`src/rtl/load_store_sequencer.sv`:
```
// Load/store sequencer: turns one RISC-V memory op into one or two
// word-aligned bus beats, merging and extending split load data.
module load_store_sequencer #(
    parameter int REG_WIDTH_IN_BYTE = 4
) (
    input  logic                         clk,
    input  logic                         rst_n,
    input  logic                         req_valid,
    output logic                         req_ready,
    input  logic                         req_write,
    input  logic [2:0]                   req_funct3,
    input  logic [31:0]                  req_addr,
    input  logic [31:0]                  req_wdata,
    output logic                         resp_valid,
    output logic [31:0]                  resp_rdata,
    output logic                         resp_err,
    output logic                         mem_req,
    input  logic                         mem_gnt,
    output logic                         mem_we,
    output logic [31:0]                  mem_addr,
    output logic [REG_WIDTH_IN_BYTE-1:0] mem_be,
    output logic [31:0]                  mem_wdata,
    input  logic                         mem_rvalid,
    input  logic [31:0]                  mem_rdata
);

    typedef enum logic [2:0] {
        IDLE, ISSUE0, WAIT0, ISSUE1, WAIT1, RESP
    } state_t;

    state_t      state_q, state_d;
    logic        op_write_q;
    logic [2:0]  op_f3_q;
    logic [31:0] op_addr_q, op_wdata_q;
    logic [63:0] rbuf_q, rbuf_d;

    logic        cur_write;
    logic [2:0]  cur_f3;
    logic [31:0] cur_addr, cur_wdata;
    logic        illegal, split;
    logic [1:0]  off;
    logic [3:0]  mask;
    logic [7:0]  be_wide;
    logic [63:0] wd_wide, shifted;
    logic [31:0] word, raw, ext;

    logic                         req_ready_d, resp_valid_d, resp_err_d;
    logic [31:0]                  resp_rdata_d;
    logic                         mem_req_d, mem_we_d;
    logic [31:0]                  mem_addr_d, mem_wdata_d;
    logic [REG_WIDTH_IN_BYTE-1:0] mem_be_d;

    // In IDLE the operands come straight from the request port.
    always_comb begin
        cur_write = op_write_q;
        cur_f3    = op_f3_q;
        cur_addr  = op_addr_q;
        cur_wdata = op_wdata_q;
        if (state_q == IDLE) begin
            cur_write = req_write;
            cur_f3    = req_funct3;
            cur_addr  = req_addr;
            cur_wdata = req_wdata;
        end
    end

    always_comb begin
        mask = 4'b1111;
        unique case (1'b1)
            (cur_f3[1:0] == 2'b00): mask = 4'b0001;
            (cur_f3[1:0] == 2'b01): mask = 4'b0011;
            default:                mask = 4'b1111;
        endcase
    end

    assign illegal = cur_write ? (cur_f3[2] | (cur_f3[1:0] == 2'b11))
                               : ((cur_f3[1:0] == 2'b11) | (cur_f3 == 3'b110));
    assign off     = cur_addr[1:0];
    assign be_wide = {4'b0000, mask} << off;
    assign wd_wide = {32'h0, cur_wdata} << {off, 3'b000};
    assign split   = |be_wide[7:4];
    assign word    = {cur_addr[31:2], 2'b00};

    // Beat 0 fills the low word, beat 1 the high word; shift out the offset.
    always_comb begin
        rbuf_d = rbuf_q;
        if (state_q == WAIT0 && mem_rvalid) rbuf_d[31:0]  = mem_rdata;
        if (state_q == WAIT1 && mem_rvalid) rbuf_d[63:32] = mem_rdata;
    end

    assign shifted = rbuf_d >> {off, 3'b000};
    assign raw     = shifted[31:0];

    always_comb begin
        ext = raw;
        unique case (cur_f3)
            3'b000:  ext = {{24{raw[7]}}, raw[7:0]};
            3'b001:  ext = {{16{raw[15]}}, raw[15:0]};
            3'b100:  ext = {24'h0, raw[7:0]};
            3'b101:  ext = {16'h0, raw[15:0]};
            default: ext = raw;
        endcase
    end

    always_comb begin
        state_d = state_q;
        unique case (state_q)
            IDLE:    if (req_valid) state_d = illegal ? RESP : ISSUE0;
            ISSUE0:  if (mem_gnt) state_d = WAIT0;
            WAIT0:   if (mem_rvalid) state_d = split ? ISSUE1 : RESP;
            ISSUE1:  if (mem_gnt) state_d = WAIT1;
            WAIT1:   if (mem_rvalid) state_d = RESP;
            RESP:    state_d = IDLE;
            default: state_d = IDLE;
        endcase
    end

    always_comb begin
        req_ready_d  = (state_d == IDLE);
        mem_req_d    = (state_d == ISSUE0) || (state_d == ISSUE1);
        mem_we_d     = mem_we;
        mem_addr_d   = mem_addr;
        mem_be_d     = mem_be;
        mem_wdata_d  = mem_wdata;
        resp_valid_d = (state_d == RESP);
        resp_err_d   = (state_d == RESP) && illegal;
        resp_rdata_d = 32'h0;
        if (state_d == RESP && !illegal && !cur_write) resp_rdata_d = ext;
        if (state_q == IDLE && state_d == ISSUE0) begin
            mem_we_d    = cur_write;
            mem_addr_d  = word;
            mem_be_d    = be_wide[3:0];
            mem_wdata_d = wd_wide[31:0];
        end
        if (state_q == WAIT0 && state_d == ISSUE1) begin
            mem_addr_d  = word + 32'd4;
            mem_be_d    = be_wide[7:4];
            mem_wdata_d = wd_wide[63:32];
        end
    end

    always_ff @(posedge clk or negedge rst_n) begin
        if (!rst_n) begin
            state_q    <= IDLE;
            op_write_q <= 1'b0;
            op_f3_q    <= 3'b000;
            op_addr_q  <= 32'h0;
            op_wdata_q <= 32'h0;
            rbuf_q     <= 64'h0;
            req_ready  <= 1'b1;
            resp_valid <= 1'b0;
            resp_err   <= 1'b0;
            resp_rdata <= 32'h0;
            mem_req    <= 1'b0;
            mem_we     <= 1'b0;
            mem_addr   <= 32'h0;
            mem_be     <= '0;
            mem_wdata  <= 32'h0;
        end else begin
            state_q <= state_d;
            rbuf_q  <= rbuf_d;
            if (state_q == IDLE && req_valid) begin
                op_write_q <= req_write;
                op_f3_q    <= req_funct3;
                op_addr_q  <= req_addr;
                op_wdata_q <= req_wdata;
            end
            req_ready  <= req_ready_d;
            resp_valid <= resp_valid_d;
            resp_err   <= resp_err_d;
            resp_rdata <= resp_rdata_d;
            mem_req    <= mem_req_d;
            mem_we     <= mem_we_d;
            mem_addr   <= mem_addr_d;
            mem_be     <= mem_be_d;
            mem_wdata  <= mem_wdata_d;
        end
    end

endmodule

```
`config.mk`:
```
export PLATFORM = sky130hd
export DESIGN_NAME = load_store_sequencer
export DESIGN_NICKNAME = d
export VERILOG_FILES = /design/src/rtl/load_store_sequencer.sv
export SDC_FILE = /design/constraint.sdc
export NUM_CORES = 1
export LEC_CHECK = 0
export BUFFER_PORTS_ARGS = -buffer_cell sky130_fd_sc_hd__buf_4
export CAP_MARGIN = 5
export CORE_MARGIN = 3
export CORE_UTILIZATION = 57
export CTS_CLUSTER_SIZE = 30
export DETAILED_ROUTE_END_ITERATION = 7
export PLACE_DENSITY = 0.81
export SYNTH_ARGS = -nofsm -noshare
export SYNTH_HDL_FRONTEND = slang
export SYNTH_SLANG_ARGS = --single-unit
```
`constraint.sdc`:
```
create_clock -name clk -period 4.1 [get_ports clk]
set_input_delay 0.205 -clock clk [delete_from_list [all_inputs] [get_ports clk]]
set_output_delay 0.205 -clock clk [all_outputs]
set_load 0.05 [all_outputs]
```
==> impl_metrics.tcl <==
set metrics [dict create \
    post_cts_buffers 0 \
    start_util_pct 58.58 \
    synth-seq-cells 230 \
    fin_util_pct 75.27 \
    dr.first_iter.drc_count 1077 \
    place_congestion 0.9064 \
    ir_worst_vdd_uv 621.6 \
    ys_seq_area_share_pct 46.31 \
    grt_pass1_vias 11267 \
    yosys.area.top_type "dfrtp_1" \
    num_vias 11445 \
    final_area_um2 15970 \
    finalMaxSlewViolations 0 \
    crit_path_end_kind "flop" \
    dp_cells 1694 \
    clockBufferDepth 3 \
    fin_skew_ps 12.63 \
    instances_no_fill 1841 \
    holdWs_ps 84.05 \
    violations "DRC" \
    worst_ep_arrival_time_ps 3650 \
    track_usage_pct 31.45 \
    tightestPinTransition_ps 958.0 \
    finalWirelength_um 38270 \
    synth_top_area_share_pct 46.10 \
    critPathKind "reg -> reg" \
    cp-startpoint "state_q[0]" \
    postSynthCellCount 1285 \
    final_layout_size_suffix_gt1_share_pct 26.09 \
    path_max_fanout 19 \
    cp.required_ps 4470 \
    yosysMostFrequentCell "dfrtp_1" \
    ys.warnings.count 0 \
    die_width_um 153.7 \
    p_leak_uw 0.007127 \
    synthDistinctLibCells 67 \
    setup_viol 0 \
    post_drt_via_cell_ratio 6.217 \
    status "complete, but fails checks" \
    root_buffer "clkbuf_16" \
    grt_pass1_wl_um 60710 \
    synth_area_per_cell_um2 9.674 \
    fmax_mhz 305.5 \
    yosys_most_used_dff "dfrtp_1" \
    synthTopCellsByCount "229 x dfrtp_1, 174 x nand2_1, 113 x mux2_2, 102 x nor2_1, 86 x mux2i_1" \
    clk_latency_ps 520 \
    rows 53 \
    synth_edf_count 0 \
    n_fill_cell 1422 \
    clk_pin_slew_worst_paths_ps 60 \
    cts_num_sinks 230 \
    numCtsBuffers 25 \
    coreArea_um2 21220 \
    hp-class "in -> reg" \
    post_dp_cell_area_um2 14160 \
    die-area_um2 23620 \
    grt_max_degree 128 \
    placement.io_buffers 207 \
    timing.setup.tns_ps 0 \
    synthArstFlopShare_pct 100.0 \
    multi_input_area_um2 6221 \
    ioPinCount 210 \
    die_h_um 153.7 \
    drcViolationCount 2 \
    min-delay-start "mem_rvalid" \
    synth_area_leaders "dfrtp_1 46%, mux2_2 10%, mux2i_1 6.9%" \
    maxCapViolCount 0 \
    netlist_area_um2 12430 \
    rsz0062_at_grt "false" \
    hold_viol_final 0 \
    drtPass1Iterations 8 \
    dpl.hpwl_um 24650 \
    htree_levels 1 \
    grt-ovfl-total 0 \
    period_share_pct 79.85 \
    start_kind "flop" \
    final_nets 1652 \
    min_period_ps 3274 \
    wl_per_cell_um 20.79 \
    syn_to_final_growth_pct 28.49 \
    ant_nets 0 \
    powerDensity_nw_per_um2 901.0 \
    relSlewSlack_pct 36.14 \
    antenna_found_initial 1 \
    cts_tree "done" \
    seqCellArea_um2 5757 \
    r2r_start "state_q[0]" \
]
## layout make-up
type	instances	area share (%)
Multi-Input combinational cell	938	38.95
Sequential cell	230	36.04
Timing Repair Buffer	334	17.39
Clock buffer	34	4.442
Tap cell	275	2.154
Clock inverter	11	0.5875
Inverter	17	0.3995
Antenna cell	2	0.03134
## cells in the final DEF (no fill, tap or decap), types with 9 or more instances in the layout
master and count:
nor3_1 25, mux2i_1 86, and3_1 13, clkbuf_16 25
nor2_1 102, nand3_1 30, a211oi_1 42, xnor2_1 12
dlygate4sd3_1 100, o21ai_0 57, a22oi_1 9, dfrtp_1 229
buf_4 232, nor2b_1 17, xor2_1 12, nand2_1 174
mux2_2 113, o22ai_1 18, inv_1 17, a31oi_1 21
a21oi_1 85
## through the flow
step	total power (uW)	setup WS [ps]
6_report	14390	826.2
3_5_place_dp	11920	980.1
5_1_grt	15220	603.4
2_1_floorplan	9725	709.3
3_3_place_gp	11690	1094
4_1_cts	14260	969.6
## cell families after synthesis
| group | count (synthesis) | share of synthesized area (%) |
|---|---|---|
| compound gates | 301 | 15.48 |
| mux | 200 | 17.27 |
| simple gates | 410 | 15.06 |
| flops | 230 | 46.31 |
| other cells | 1 | 0.03017 |
| fa+ha+maj | 1 | 0.1006 |
| buf+inv | 118 | 4.056 |
| xor+xnor | 24 | 1.691 |
## routing by layer
layer	part of all wire, %	track usage (%)	routed length [um]	vias up
met4	3.2	9.672	1207	0
met3	7.5	3.968	2880	96
met1	39	41.95	15070	5618
met2	50	54.08	19110	598
met5	0	0	0	-
li1	-	-	-	5133
## path summary, 6_finish.rpt
kind	cells after the start	slack (ps)	endpoint
min	4	80	rbuf_q[7]
min reg2reg	2	480	mem_addr[5]
max reg2reg	10	830	mem_addr[30]
max	10	830	mem_addr[30]
max in group asynchronous	3	2700	req_ready
min in group asynchronous	2	380	rbuf_q[35]
## critical path: stages, from the launching register on
cell and delay, ps:
dfrtp_1 750, or3_2 440, nand2_1 90, nand2_1 130, ha_1 310, nand3_1 150
or3_1 340, o21a_1 190, nor4_1 440, xnor2_1 170, o21ai_0 100
## repair_timing
item / in CTS / in global routing
hold buffers: 100 / 0
endpoints found under the hold margin: 241 / 0
resized for setup: 0 / 0
endpoints found under the setup margin: 0 / 0
## power by group
group	internal [uW]	switching, uW	leakage, uW	total [uW]
logic	2930	5230	0.00389	8170
clock network	1280	912	0.000400	2190
registers	3300	736	0.00283	4030
total	7510	6880	0.00713	14400
## registers in the layout (all words and copies together), names as in the netlist, 3 cells and up
register,count
mem_be,4
resp_rdata,32
mem_wdata,32
op_f3_q,3
mem_addr,30
rbuf_q,56
op_addr_q,32
state_q,3
op_wdata_q,32
Power figures use the tool's default switching activity.
